### config.mk
export PLATFORM = sky130hd
export DESIGN_NAME = bus_arbiter_8
export DESIGN_NICKNAME = d
export VERILOG_FILES = /design/src/rtl/bus_arb_pkg.sv /design/src/rtl/mux_16w_8_to_1.sv /design/src/rtl/bus_arbiter_8.sv
export SDC_FILE = /design/constraint.sdc
export NUM_CORES = 1
export LEC_CHECK = 0
export ABC_AREA = 0
export BUFFER_PORTS_ARGS = -buffer_cell sky130_fd_sc_hd__buf_2
export CORE_MARGIN = 5
export CORE_UTILIZATION = 45
export DETAILED_ROUTE_END_ITERATION = 7
export GPL_TIMING_DRIVEN = 0
export PLACE_DENSITY = 0.74
export REMOVE_ABC_BUFFERS = 1
export SETUP_SLACK_MARGIN = 0.3
export SYNTH_ARGS = -nofsm -noshare
export SYNTH_HDL_FRONTEND = slang
export SYNTH_SLANG_ARGS = --single-unit
### constraint.sdc
create_clock -name Clock -period 10.35 [get_ports Clock]
set_clock_uncertainty 0.15 [all_clocks]
set_input_delay 2.5875 -clock Clock [delete_from_list [all_inputs] [get_ports Clock]]
set_output_delay 2.5875 -clock Clock [all_outputs]
set_load 0.01 [all_outputs]
### src/rtl/bus_arb_pkg.sv
// Shared definitions for the 8-requester operand-bus arbiter:
// FSM state encoding, requester/select sizing and the round-robin pick.
package bus_arb_pkg;

    localparam int NUM_REQ = 8;
    localparam int SEL_W   = 3;

    typedef enum logic [1:0] {
        IDLE  = 2'd0,
        GRANT = 2'd1,
        TURN  = 2'd2
    } arb_state_e;

    typedef struct packed {
        logic             found;
        logic [SEL_W-1:0] idx;
    } rr_pick_t;

    // Search upward from the slot after the last owner, wrapping at NUM_REQ,
    // so the previous owner is always considered last.
    function automatic rr_pick_t rr_pick(input logic [NUM_REQ-1:0] req,
                                         input logic [SEL_W-1:0]   last);
        rr_pick_t         res;
        logic [SEL_W-1:0] cand;
        res.found = 1'b0;
        res.idx   = {SEL_W{1'b0}};
        for (int i = 1; i <= NUM_REQ; i++) begin
            cand = last + SEL_W'(i);
            if (!res.found && req[cand]) begin
                res.found = 1'b1;
                res.idx   = cand;
            end else begin
                res = res;
            end
        end
        return res;
    endfunction

endpackage

### src/rtl/mux_16w_8_to_1.sv
// WIDTH-bit combinational 8:1 mux; {S2,S1,S0} selects R (0) through Y (7).
module mux_16w_8_to_1 #(
    parameter int WIDTH = 16
) (
    input  logic [WIDTH-1:0] R,
    input  logic [WIDTH-1:0] S,
    input  logic [WIDTH-1:0] T,
    input  logic [WIDTH-1:0] U,
    input  logic [WIDTH-1:0] V,
    input  logic [WIDTH-1:0] W,
    input  logic [WIDTH-1:0] X,
    input  logic [WIDTH-1:0] Y,
    input  logic             S0,
    input  logic             S1,
    input  logic             S2,
    output logic [WIDTH-1:0] M
);

    // Route the selected requester word to the output.
    always_comb begin
        M = {WIDTH{1'b0}};
        case ({S2, S1, S0})
            3'd0:    M = R;
            3'd1:    M = S;
            3'd2:    M = T;
            3'd3:    M = U;
            3'd4:    M = V;
            3'd5:    M = W;
            3'd6:    M = X;
            3'd7:    M = Y;
            default: M = {WIDTH{1'b0}};
        endcase
    end

endmodule

### src/rtl/bus_arbiter_8.sv
// Round-robin arbiter/sequencer for the shared 8-to-1 operand bus.
// Grants one requester at a time for at most MAX_HOLD cycles, inserts a
// dead TURN cycle plus an IDLE arbitration cycle between grants, and
// registers the selected word onto the bus with a valid flag.
module bus_arbiter_8
    import bus_arb_pkg::*;
#(
    parameter int WIDTH    = 16,
    parameter int MAX_HOLD = 8
) (
    input  logic               Clock,
    input  logic               ResetN,
    input  logic [NUM_REQ-1:0] Req,
    input  logic [WIDTH-1:0]   In0,
    input  logic [WIDTH-1:0]   In1,
    input  logic [WIDTH-1:0]   In2,
    input  logic [WIDTH-1:0]   In3,
    input  logic [WIDTH-1:0]   In4,
    input  logic [WIDTH-1:0]   In5,
    input  logic [WIDTH-1:0]   In6,
    input  logic [WIDTH-1:0]   In7,
    output logic [NUM_REQ-1:0] Grant,
    output logic               S2,
    output logic               S1,
    output logic               S0,
    output logic [WIDTH-1:0]   DataOut,
    output logic               DataValid,
    output logic               Expired
);

    localparam int HOLD_W = $clog2(MAX_HOLD + 1);

    arb_state_e          state_r,   state_nxt_s;
    logic [NUM_REQ-1:0]  grant_r,   grant_nxt_s;
    logic [SEL_W-1:0]    sel_r,     sel_nxt_s;
    logic [SEL_W-1:0]    last_r,    last_nxt_s;
    logic [HOLD_W-1:0]   hold_cnt_r, hold_nxt_s;
    logic                expired_r, expired_nxt_s;
    logic [WIDTH-1:0]    data_out_r;
    logic                data_valid_r;
    logic [WIDTH-1:0]    mux_out_s;
    rr_pick_t            pick_s;

    assign pick_s = rr_pick(Req, last_r);

    // Select lines come from the registered owner index, so the only
    // combinational path is In* through the mux into the DataOut register.
    mux_16w_8_to_1 #(.WIDTH(WIDTH)) u_mux (
        .R (In0), .S (In1), .T (In2), .U (In3),
        .V (In4), .W (In5), .X (In6), .Y (In7),
        .S0(sel_r[0]), .S1(sel_r[1]), .S2(sel_r[2]),
        .M (mux_out_s)
    );

    // FSM and arbitration registers.
    always_ff @(posedge Clock or negedge ResetN) begin
        if (!ResetN) begin
            state_r    <= IDLE;
            grant_r    <= {NUM_REQ{1'b0}};
            sel_r      <= {SEL_W{1'b0}};
            last_r     <= 3'd7;
            hold_cnt_r <= {HOLD_W{1'b0}};
            expired_r  <= 1'b0;
        end else begin
            state_r    <= state_nxt_s;
            grant_r    <= grant_nxt_s;
            sel_r      <= sel_nxt_s;
            last_r     <= last_nxt_s;
            hold_cnt_r <= hold_nxt_s;
            expired_r  <= expired_nxt_s;
        end
    end

    // Next-state logic; other requesters are ignored while a grant is held.
    always_comb begin
        state_nxt_s   = state_r;
        grant_nxt_s   = grant_r;
        sel_nxt_s     = sel_r;
        last_nxt_s    = last_r;
        hold_nxt_s    = hold_cnt_r;
        expired_nxt_s = 1'b0;
        case (state_r)
            IDLE: begin
                if (pick_s.found) begin
                    state_nxt_s = GRANT;
                    grant_nxt_s = 8'b0000_0001 << pick_s.idx;
                    sel_nxt_s   = pick_s.idx;
                    hold_nxt_s  = HOLD_W'(1);
                end else begin
                    grant_nxt_s = {NUM_REQ{1'b0}};
                    hold_nxt_s  = {HOLD_W{1'b0}};
                end
            end
            GRANT: begin
                if (!Req[sel_r]) begin
                    state_nxt_s = TURN;
                    grant_nxt_s = {NUM_REQ{1'b0}};
                    last_nxt_s  = sel_r;
                    hold_nxt_s  = {HOLD_W{1'b0}};
                end else if (hold_cnt_r >= HOLD_W'(MAX_HOLD)) begin
                    state_nxt_s   = TURN;
                    grant_nxt_s   = {NUM_REQ{1'b0}};
                    last_nxt_s    = sel_r;
                    hold_nxt_s    = {HOLD_W{1'b0}};
                    expired_nxt_s = 1'b1;
                end else begin
                    hold_nxt_s = hold_cnt_r + HOLD_W'(1);
                end
            end
            TURN: begin
                state_nxt_s = IDLE;
                grant_nxt_s = {NUM_REQ{1'b0}};
                hold_nxt_s  = {HOLD_W{1'b0}};
            end
            default: begin
                state_nxt_s = IDLE;
                grant_nxt_s = {NUM_REQ{1'b0}};
                hold_nxt_s  = {HOLD_W{1'b0}};
            end
        endcase
    end

    // Capture the owner's word on every edge spent in GRANT; hold otherwise.
    always_ff @(posedge Clock or negedge ResetN) begin
        if (!ResetN) begin
            data_out_r   <= {WIDTH{1'b0}};
            data_valid_r <= 1'b0;
        end else if (state_r == GRANT) begin
            data_out_r   <= mux_out_s;
            data_valid_r <= 1'b1;
        end else begin
            data_out_r   <= data_out_r;
            data_valid_r <= 1'b0;
        end
    end

    assign Grant     = grant_r;
    assign S2        = sel_r[2];
    assign S1        = sel_r[1];
    assign S0        = sel_r[0];
    assign DataOut   = data_out_r;
    assign DataValid = data_valid_r;
    assign Expired   = expired_r;

endmodule

==> results.yml <==
clocking:
  ctsHoldBuffers: 0
  clkTransAtPathRegs_ns: 0.07
  post_cts_resized: 0
  cts_buffer_depth: 2
  cts_tree: "built"
  ctsRootBufferMaster: "clkbuf_8"
  numCtsBuffers: 5
  post_cts_buffers: 0
  cts_num_sinks: 38
  worstSkewPairLatency_ns: 0.29
  htreeDepth: 2
logic_synthesis:
  synth-seq-cells: 38
  synthFlopType: "dfrtp_1"
  yosysUniqueCellTypes: 59
  synthCells: 403
  synth_async_sr_flop_share_pct: 100
  synth-edff-count: 0
  yosysWarnings: 0
  syn_area_mm2: 0.00372
  syn_avg_cell_area_um2: 9.24
  synth_seq_area_share_pct: 25.6
setup_path:
  reg2reg_from: "last_r[1]$_DFFE_PN1P_"
  worstPathRequired_ns: 10.39
  cp_cell_sequence: "buf_2 > mux4_1 > mux2_4 > nor2_8 > nand3b_4 > or4_4 > o31a_4 > o31ai_1"
  cp_data_arrival_time_ns: 4.94
  rrSetupSlack_ns: 6.11
  cpPeakStageDelay_ns: 0.64
  slowest_stage: "mux4_1"
  end_kind: "flop"
  crit_type: "in2reg"
  critPathMaxFanout: 10
  start_kind: "input pin"
  rr_worst_depth: 9
  r2r-end: "Grant[5]$_DFFE_PN0P_"
sta:
  finalSetupViolations: 0
  timing.final.ws_setup_ns: 5.44
  hold_violations: 0
  period_minus_slack_ns: 4.91
  holdWs_ns: 0.324
  worst_pin_slew_ns: 1.08
  fmax_mhz: 204
  finalCritPeriodShare_pct: 47.4
  relSlewSlack_pct: 27.8
  final_max_slew_viol_count: 0
  rsz0062_at_grt: "false"
  tns_ns: 0
drt:
  wirelength_um: 10600
  drtPass1Iterations: 4
  drc_errors: 0
  post_drt_wl_per_cell_um: 16.4
  vias: 3719
  dr.first_iter.drc_count: 286
  vias_per_cell: 5.73
  postRouteAntennaNets: 0
global_route:
  antenna_found_initial: 0
  grt-ovfl-total: 0
  grt_pass1_vias: 3569
  grt_max_degree: 48
  grt_pass1_wl_um: 17100
  gr-usage-all-layers_pct: 20.4
placement:
  finalWeightedCongestion: 0.891
  dp_hpwl_um: 8390
  portBuffers: 166
  place_ws_ns: 5.15
  dp_cells: 641
job:
  maxCapViolCount: 0
final_layout:
  seq_area_um2: 958
  fin_cells: 649
  antenna_cells: 0
  multiInputGateArea_mm2: 0.00255
  drive_above_1_share_pct: 41.7
  fin_nets: 685
  nFillCells: 736
  area_delta_synth_final_pct: 25.5
floorplan:
  ioPinCount: 167
  rows: 33
  start_util_pct: 45.8
  core_area_mm2: 0.00813
  die_x_um: 101
  die-area_mm2: 0.0102
  die_y_um: 101
min_path:
  hold_class: "reg2reg"
  worstHoldPathCells: 2
  hp-start: "Grant[3]$_DFFE_PN0P_"
  hold_path_end: "Grant[3]$_DFFE_PN0P_"
power:
  p_total_mw: 1.38
  leakagePower_nw: 2.17
  powerDensity_mw_per_mm2: 295
  vdd_drop_max_v: 0.000115
status:
  status: "completed"
==> per-stage QoR <==
step                cell area, um^2  util, %
floorplan                      3560        -
detailed placement             4530     55.7
finish                         4670     57.4
CTS                            4670     57.4
global placement               4530     55.6
global route                   4670     57.4
==> state kept, by name (all words and copies together), names as in the netlist <==
signal and flops:
DataOut 16, Grant 8, hold_cnt_r 4, last_r 3
sel_r 3, state_r 2, DataValid 1, Expired 1
==> critical path, delay by kind of cell <==
family | cells | cell delay, ns
buffers and inverters | 1 | 0.15
multiplexers | 2 | 1.01
AO/OA/AOI/OAI | 2 | 0.42
AND/OR/NAND/NOR | 3 | 0.77
==> logic make-up (layout without fill, tap and decap cells) <==
family	Yosys count	after routing	share of synthesized area, %
xor gates and xnor gates	3	3	0.706
AOI/OAI and AO/OA	127	127	22.1
and+or+nand+nor	118	118	15.1
muxes	64	64	29.2
buffers and inverters	49	190	5.88
DFF	38	38	25.6
adders and majority gates	4	4	1.34
==> synthesized netlist by cell type (8+ instances only) <==
cell type,number,area (um^2)
nand2_1,66,248
o21ai_0,55,275
dfrtp_1,35,876
mux4_2,25,563
a21oi_1,22,110
mux2i_1,22,220
nor2_1,21,78.8
o31ai_1,18,135
clkbuf_1,16,60.1
inv_1,14,52.6
buf_2,8,40.0
mux2_2,8,90.1
==> final cells by class <==
class	instances	area share, %
Clock buffer	6	1.77
Clock inverter	2	1.29
Inverter	16	1.29
Multi-Input combinational cell	316	54.6
Sequential cell	38	20.5
Tap cell	105	2.81
Timing Repair Buffer	166	17.8
==> how the worst max path moves through the flow <==
stage	startpoint	endpoint	slack [ns]
6_report	Req[6]	Grant[5]$_DFFE_PN0P_	5.44
5_1_grt	Req[7]	Grant[6]$_DFFE_PN0P_	5.30
4_1_cts	Req[5]	Grant[5]$_DFFE_PN0P_	5.45
3_5_place_dp	Req[5]	Grant[5]$_DFFE_PN0P_	5.15
3_3_place_gp	Req[5]	Grant[7]$_DFFE_PN0P_	5.15
2_1_floorplan	Req[6]	Grant[6]$_DFFE_PN0P_	5.52
==> placed cells by master, fill, tap and decap left out, types with 2 or more instances in the layout <==
master     instances
inv_1             14
o21a_1             2
a31oi_1            3
nand2_1           66
dfstp_2            3
mux2_2             8
a221oi_1           6
mux2_4             2
nand2b_1           4
and2_1             3
dfrtp_1           32
a211oi_1           2
o31a_1             2
nor2_1            21
bufinv_16          2
o21ai_0           55
a21oi_1           22
a22oi_1            2
xnor2_1            2
o31ai_1           18
mux4_2            25
and4_1             2
buf_2            166
nor3_1             2
clkbuf_8           6
nor2b_1            3
a22o_1             3
ha_1               4
or3_1              4
mux4_1             7
nand3_1            3
dfrtp_2            3
mux2i_1           22
==> power by group <==
part	leakage, nW	internal [mW]	switching [mW]
Clock	0.0714	0.103	0.0521
Combinational	1.62	0.420	0.463
Sequential	0.476	0.215	0.128
==> layer usage <==
metal	vias up	track usage (%)	part of all wire, %
li1	1800	-	-
met2	138	34.2	51
met5	-	0	0
met1	1769	27.9	41
met4	0	3.48	1.0
met3	12	3.67	6.3
No activity file was read; power rests on OpenSTA's default activity.
